## config.mk

```make
export PLATFORM = sky130hd
export DESIGN_NAME = ball_motion_ctrl_flat
export DESIGN_NICKNAME = d
export VERILOG_FILES = /design/src/rtl/ball_motion_if.sv /design/src/rtl/ball_motion_ctrl.sv /design/src/flat_wrapper.sv
export SDC_FILE = /design/constraint.sdc
export NUM_CORES = 1
export LEC_CHECK = 0
export CELL_PAD_IN_SITES_DETAIL_PLACEMENT = 1
export CELL_PAD_IN_SITES_GLOBAL_PLACEMENT = 1
export CORE_ASPECT_RATIO = 0.8
export CORE_UTILIZATION = 47
export CTS_BUF_LIST = sky130_fd_sc_hd__clkbuf_2
export CTS_CLUSTER_DIAMETER = 30
export CTS_CLUSTER_SIZE = 16
export DETAILED_ROUTE_END_ITERATION = 8
export PLACE_DENSITY_LB_ADDON = 0.1
export SYNTH_ARGS = -nofsm -noshare
export SYNTH_HDL_FRONTEND = slang
export SYNTH_SLANG_ARGS = --single-unit
```

## constraint.sdc

```tcl
create_clock -name clk -period 4.5 [get_ports clk]
set_clock_uncertainty 0.2 [all_clocks]
set_input_delay 0.9 -clock clk [delete_from_list [all_inputs] [get_ports clk]]
set_output_delay 0.9 -clock clk [all_outputs]
set_load 0.01 [all_outputs]
```

## src/rtl/ball_motion_if.sv

```systemverilog
// Control and position bundle between the frame source,
// the motion controller and the shape renderer.
interface ball_motion_if;
  logic       frame_tick;
  logic       start;
  logic       pause;
  logic [2:0] speed;
  logic [9:0] ball_x;
  logic [9:0] ball_y;
  logic       dir_x;
  logic       dir_y;
  logic       bounce_x;
  logic       bounce_y;
  logic       running;

  modport master (
    output frame_tick, start, pause, speed,
    input  ball_x, ball_y, dir_x, dir_y,
    input  bounce_x, bounce_y, running
  );

  modport slave (
    input  frame_tick, start, pause, speed,
    output ball_x, ball_y, dir_x, dir_y,
    output bounce_x, bounce_y, running
  );
endinterface

```

## src/rtl/ball_motion_ctrl.sv

```systemverilog
// Frame-synchronous bouncing-ball position generator.
// Position moves between frames only, clamped at the walls.
module ball_motion_ctrl #(
  parameter int H_ACTIVE  = 640,
  parameter int V_ACTIVE  = 480,
  parameter int RADIUS    = 100,
  parameter int X_INIT    = 320,
  parameter int Y_INIT    = 240,
  parameter int FRAME_DIV = 1
) (
  input logic          clk,
  input logic          reset,
  ball_motion_if.slave bus
);

  localparam logic [1:0] S_IDLE  = 2'd0;
  localparam logic [1:0] S_RUN   = 2'd1;
  localparam logic [1:0] S_PAUSE = 2'd2;

  localparam int CW =
    (FRAME_DIV > 1) ? $clog2(FRAME_DIV) : 1;
  localparam logic [CW-1:0] CNT_LAST =
    CW'(FRAME_DIV - 1);

  localparam logic [10:0] X_MIN =
    11'(RADIUS);
  localparam logic [10:0] X_MAX =
    11'(H_ACTIVE - 1 - RADIUS);
  localparam logic [10:0] Y_MIN =
    11'(RADIUS);
  localparam logic [10:0] Y_MAX =
    11'(V_ACTIVE - 1 - RADIUS);

  // Result packing: {bounce, dir, pos[9:0]}
  function automatic logic [11:0] axis_next(
    input logic [9:0]  pos,
    input logic        dir,
    input logic [2:0]  spd,
    input logic [10:0] lo,
    input logic [10:0] hi
  );
    logic [10:0] p;
    logic [10:0] s;
    logic [10:0] up;
    logic [10:0] dn;
    logic [10:0] lim;
    p   = {1'b0, pos};
    s   = {8'd0, spd};
    up  = p + s;
    dn  = p - s;
    lim = lo + s;
    if (dir) begin
      if (up >= hi)
        axis_next = {1'b1, 1'b0, hi[9:0]};
      else
        axis_next = {1'b0, 1'b1, up[9:0]};
    end else begin
      if (p <= lim)
        axis_next = {1'b1, 1'b1, lo[9:0]};
      else
        axis_next = {1'b0, 1'b0, dn[9:0]};
    end
  endfunction

  logic [1:0]    r_state;
  logic [1:0]    w_state_nxt;
  logic [CW-1:0] r_cnt;
  logic [9:0]    r_x;
  logic [9:0]    r_y;
  logic          r_dx;
  logic          r_dy;
  logic          r_bx;
  logic          r_by;
  logic          r_run;
  logic          w_tick_run;
  logic          w_step;
  logic [11:0]   w_nx;
  logic [11:0]   w_ny;

  always_comb begin
    w_state_nxt = r_state;
    case (r_state)
      S_IDLE:
        if (bus.start)
          w_state_nxt = bus.pause ? S_PAUSE : S_RUN;
      S_RUN:
        if (bus.pause) w_state_nxt = S_PAUSE;
      S_PAUSE:
        if (!bus.pause) w_state_nxt = S_RUN;
      default:
        w_state_nxt = S_IDLE;
    endcase
  end

  // A tick coinciding with pause is dropped, not deferred
  assign w_tick_run = bus.frame_tick && !bus.pause &&
                      (r_state == S_RUN);
  assign w_step = w_tick_run && (r_cnt == CNT_LAST);

  assign w_nx = axis_next(r_x, r_dx, bus.speed,
                          X_MIN, X_MAX);
  assign w_ny = axis_next(r_y, r_dy, bus.speed,
                          Y_MIN, Y_MAX);

  always_ff @(posedge clk or posedge reset) begin
    if (reset) begin
      r_state <= S_IDLE;
      r_cnt   <= '0;
      r_x     <= 10'(X_INIT);
      r_y     <= 10'(Y_INIT);
      r_dx    <= 1'b1;
      r_dy    <= 1'b1;
      r_bx    <= 1'b0;
      r_by    <= 1'b0;
      r_run   <= 1'b0;
    end else begin
      r_state <= w_state_nxt;
      r_run   <= (w_state_nxt == S_RUN);
      r_bx    <= 1'b0;
      r_by    <= 1'b0;
      if (w_tick_run)
        r_cnt <= w_step ? '0 : r_cnt + 1'b1;
      if (w_step) begin
        r_x  <= w_nx[9:0];
        r_dx <= w_nx[10];
        r_bx <= w_nx[11];
        r_y  <= w_ny[9:0];
        r_dy <= w_ny[10];
        r_by <= w_ny[11];
      end
    end
  end

  assign bus.ball_x   = r_x;
  assign bus.ball_y   = r_y;
  assign bus.dir_x    = r_dx;
  assign bus.dir_y    = r_dy;
  assign bus.bounce_x = r_bx;
  assign bus.bounce_y = r_by;
  assign bus.running  = r_run;

endmodule

```

## src/flat_wrapper.sv

```systemverilog
// flat-port wrapper written by rule: the top's interface ports become plain ports
module ball_motion_ctrl_flat 
#(
  parameter int H_ACTIVE  = 640,
  parameter int V_ACTIVE  = 480,
  parameter int RADIUS    = 100,
  parameter int X_INIT    = 320,
  parameter int Y_INIT    = 240,
  parameter int FRAME_DIV = 1
)
  (clk, reset, bus_frame_tick, bus_start, bus_pause, bus_speed, bus_ball_x, bus_ball_y, bus_dir_x, bus_dir_y, bus_bounce_x, bus_bounce_y, bus_running);
  ball_motion_if bus_i ();
  input logic clk;
  input logic reset;
  input wire logic [$bits(bus_i.frame_tick)-1:0] bus_frame_tick;
  input wire logic [$bits(bus_i.start)-1:0] bus_start;
  input wire logic [$bits(bus_i.pause)-1:0] bus_pause;
  input wire logic [$bits(bus_i.speed)-1:0] bus_speed;
  output wire logic [$bits(bus_i.ball_x)-1:0] bus_ball_x;
  output wire logic [$bits(bus_i.ball_y)-1:0] bus_ball_y;
  output wire logic [$bits(bus_i.dir_x)-1:0] bus_dir_x;
  output wire logic [$bits(bus_i.dir_y)-1:0] bus_dir_y;
  output wire logic [$bits(bus_i.bounce_x)-1:0] bus_bounce_x;
  output wire logic [$bits(bus_i.bounce_y)-1:0] bus_bounce_y;
  output wire logic [$bits(bus_i.running)-1:0] bus_running;
  assign bus_i.frame_tick = bus_frame_tick;
  assign bus_i.start = bus_start;
  assign bus_i.pause = bus_pause;
  assign bus_i.speed = bus_speed;
  assign bus_ball_x = bus_i.ball_x;
  assign bus_ball_y = bus_i.ball_y;
  assign bus_dir_x = bus_i.dir_x;
  assign bus_dir_y = bus_i.dir_y;
  assign bus_bounce_x = bus_i.bounce_x;
  assign bus_bounce_y = bus_i.bounce_y;
  assign bus_running = bus_i.running;
  ball_motion_ctrl #(.H_ACTIVE(H_ACTIVE), .V_ACTIVE(V_ACTIVE), .RADIUS(RADIUS), .X_INIT(X_INIT), .Y_INIT(Y_INIT), .FRAME_DIV(FRAME_DIV)) u_core (.clk(clk), .reset(reset), .bus(bus_i));
endmodule
```

==> flow_metrics.env <==
export IMPL_r2r_slack_ps=1480
export IMPL_worstReg2RegStart="u_core.bus.ball_x[0]"
export IMPL_setup_ws_ps=887
export IMPL_viasPerCell=6.21
export IMPL_hold_path_end="u_core.bus.ball_y[6]"
export IMPL_drt_first_pass_iters=4
export IMPL_rr_endpoint="u_core.bus.ball_x[6]"
export IMPL_clk_path_buf_depth=2
export IMPL_setup_tns_ps=0
export IMPL_hold_start="u_core.bus.ball_y[6]"
export IMPL_numCtsBuffers=3
export IMPL_yosys_register_bits=28
export IMPL_endpoint_kind="flop"
export IMPL_powerDensity_nw_per_um2=597
export IMPL_postCtsHoldBufs=0
export IMPL_gp_congestion=0.829
export IMPL_detail_route_antenna_nets=0
export IMPL_clkSlewWorstSetupHoldPaths_ps=280
export IMPL_nNetsFinal=363
export IMPL_drt_iter0_markers=144
export IMPL_io_buffers=32
export IMPL_overflow=0
export IMPL_rsz0062_at_grt="false"
export IMPL_critPathKind="input port to flop"
export IMPL_path_max_fanout=6
export IMPL_grt_met3_usage=0.0491
export IMPL_ctsRootBufferMaster="clkbuf_2"
export IMPL_r2r_cells=10
export IMPL_holdPathStages=2
export IMPL_cpMaxStageDelayCell="clkdlybuf4s50_1"
export IMPL_drive_gt1_frac=0.113
export IMPL_dieArea_sq_um=5930
export IMPL_clk_latency_ps=380
export IMPL_hpwl_mm=6.06
export IMPL_syn_nets=340
export IMPL_crit_path_cell_trace="clkdlybuf4s50_1, ha_1, inv_1, fa_1, and2b_1, or3_1, or4b_1, nand4_1, o21bai_4, a211oi_1, a211oi_1"
export IMPL_dr_total_vias=2571
export IMPL_n_antenna_cell=0
export IMPL_syn_area_sq_um=2650
export IMPL_avgRoutedWirePerCell_um=19.5
export IMPL_initial_core_util=0.487
export IMPL_cap_violations=0
export IMPL_core_sq_um=5440
export IMPL_max_freq_mhz=277
export IMPL_ys_seq_area_frac=0.269
export IMPL_min_path_type="flop to flop"
export IMPL_ir_drop_uv=237
export IMPL_cts_tree="done"
export IMPL_synthDominantCellAreaShare=0.189
export IMPL_maxSlewHeadroom=0.235
export IMPL_synth_flop_cell="dfrtp_1"
export IMPL_synth_area_leaders="dfrtp_1, dfstp_2, ha_1"
export IMPL_track_usage=0.287
export IMPL_crit_family="simple AND/OR/NAND/NOR gates"
export IMPL_worst_path_buf_inv=2
export IMPL_grt_max_degree=29
export IMPL_hold_violations=0
export IMPL_yosysWarnings=0
export IMPL_rows=24
export IMPL_worst_pin_slew_ps=1150
export IMPL_io_pins=33
export IMPL_cts_sinks=28
export IMPL_required_ps=4620
export IMPL_grt_antenna_before_repair=0
export IMPL_p_leak_nw=1.20
export IMPL_remaining_drc_errors=0
export IMPL_die_w_um=85.9
export IMPL_outcome="completed"
export IMPL_setup_violations=0
export IMPL_area_delta_synth_final_pct=14.9
export IMPL_finalCritPeriodShare=0.803
export IMPL_syn_area_per_cell_sq_um=8.42
export IMPL_ctsResizeCount=0
export IMPL_pre_cts_ws_ps=516
export IMPL_gr_usage_met1=0.430
export IMPL_syn_inst=314
export IMPL_grt_pass1_vias=2576
export IMPL_drt_total_wl_mm=8.09
export IMPL_synth_edff_count=0
export IMPL_htree_levels=1
export IMPL_worstSetupStartpointType="input port"
export IMPL_period_needed_ps=3610
export IMPL_met2_usage=0.437
export IMPL_crit_path_max_incr_delay_ps=550
export IMPL_grt_pass1_wl_mm=13.5
export IMPL_async_reset_ff_frac=1.00
export IMPL_worst_ep_arrival_time_ps=3730
export IMPL_cpMostUsedCell="a211oi_1"
export IMPL_slew_violations=0
export IMPL_synth_distinct_cells=73
export IMPL_die_height_um=69.1
export IMPL_yosysTopAreaCell="dfrtp_1"
export IMPL_cts_setup_buffers=0
export IMPL_gr_max_usage_layer="met2"
power by group:
part	switching, mW	total [mW]	internal [mW]
registers	0.205	0.551	0.346
clock network	0.0769	0.0962	0.0193
logic	0.650	1.17	0.516
placed cells by master, fill, tap and decap left out, drive strengths merged, types with 3 or more instances in the layout:
| cell | netlist | routed |
|---|---|---|
| o32ai | 3 | 3 |
| clkdlybuf4s50 | 0 | 32 |
| nor4 | 4 | 4 |
| ha | 14 | 14 |
| xnor2 | 4 | 4 |
| nor2 | 18 | 18 |
| nand2 | 24 | 24 |
| a211oi | 5 | 5 |
| o31ai | 9 | 9 |
| o21bai | 3 | 3 |
| clkbuf | 13 | 3 |
| fa | 4 | 4 |
| dfstp | 8 | 8 |
| buf | 5 | 4 |
| a21oi | 24 | 24 |
| nand2b | 5 | 5 |
| nor3 | 15 | 15 |
| nand3 | 10 | 10 |
| o21ai | 22 | 22 |
| inv | 17 | 17 |
| o21ba | 3 | 3 |
| or3 | 6 | 6 |
| a31oi | 5 | 5 |
| and3 | 5 | 5 |
| nand4 | 5 | 5 |
| a21o | 9 | 9 |
| and2b | 3 | 3 |
| or4 | 3 | 3 |
| nor2b | 9 | 9 |
| dfrtp | 20 | 20 |
| o211ai | 3 | 3 |
| and2 | 3 | 3 |
through the flow:
stage	cell area, sq um	instances	util	total power [mW]	hold WS, ps
after floorplan	2650	314	-	1.29	305
after global placement	3020	410	0.555	1.66	346
after detailed placement	3020	410	0.555	1.70	342
after CTS	3040	414	0.559	1.81	382
after global routing	3040	414	0.559	1.97	402
final	3040	414	0.559	1.81	372
metal layers:
layer	vias up	part of all wire
li1	1212	-
met1	1267	0.48
met2	84	0.45
met3	8	0.057
met4	0	0.0082
met5	-	0
cell type report:
cell class / instances / area (sq um)
Multi-Input combinational cell: 251 / 1800
Clock buffer: 3 / 15.0
Tap cell: 78 / 97.6
Sequential cell: 28 / 711
Inverter: 17 / 63.8
Clock inverter: 1 / 3.75
Fill cell: 661 / 2400
Timing Repair Buffer: 36 / 350
tightest hold or removal path, delay by kind of cell (launching register included):
family / cells / cell delay (ps)
flops: 1 / 470
buf+inv: 1 / 70
compound gates: 1 / 70
logic make-up after synthesis:
kind of cell | count (synthesis) | share of synthesized area
compound gates | 107 | 0.291
xor+xnor | 6 | 0.0199
fa+ha+maj | 18 | 0.0965
buf+inv | 35 | 0.0553
flops | 28 | 0.269
mux | 3 | 0.0118
simple gates | 117 | 0.257
synth_stat cells (6+ instances only):
cell	count
nand2_1	24
o21ai_0	22
a21oi_1	21
dfrtp_1	20
inv_1	17
nor2_1	17
ha_1	14
clkbuf_1	13
nor3_1	13
nand3_1	9
o31ai_1	9
a21o_1	8
dfstp_2	8
nor2b_1	8
or3_1	6
worst max-delay path by stage:
stage	start	depth (start not counted)	endpoint	slack, ps
after floorplan	bus_speed[0]	10	u_core.bus.ball_x[2]	1310
after global placement	bus_speed[0]	11	u_core.bus.ball_x[2]	620
after detailed placement	bus_speed[0]	11	u_core.bus.ball_x[2]	520
after CTS	bus_speed[0]	11	u_core.bus.ball_x[6]	930
after global routing	bus_speed[1]	10	u_core.bus.ball_y[5]	750
final	bus_speed[0]	11	u_core.bus.ball_x[6]	890
(Power assumes the default switching activity.)
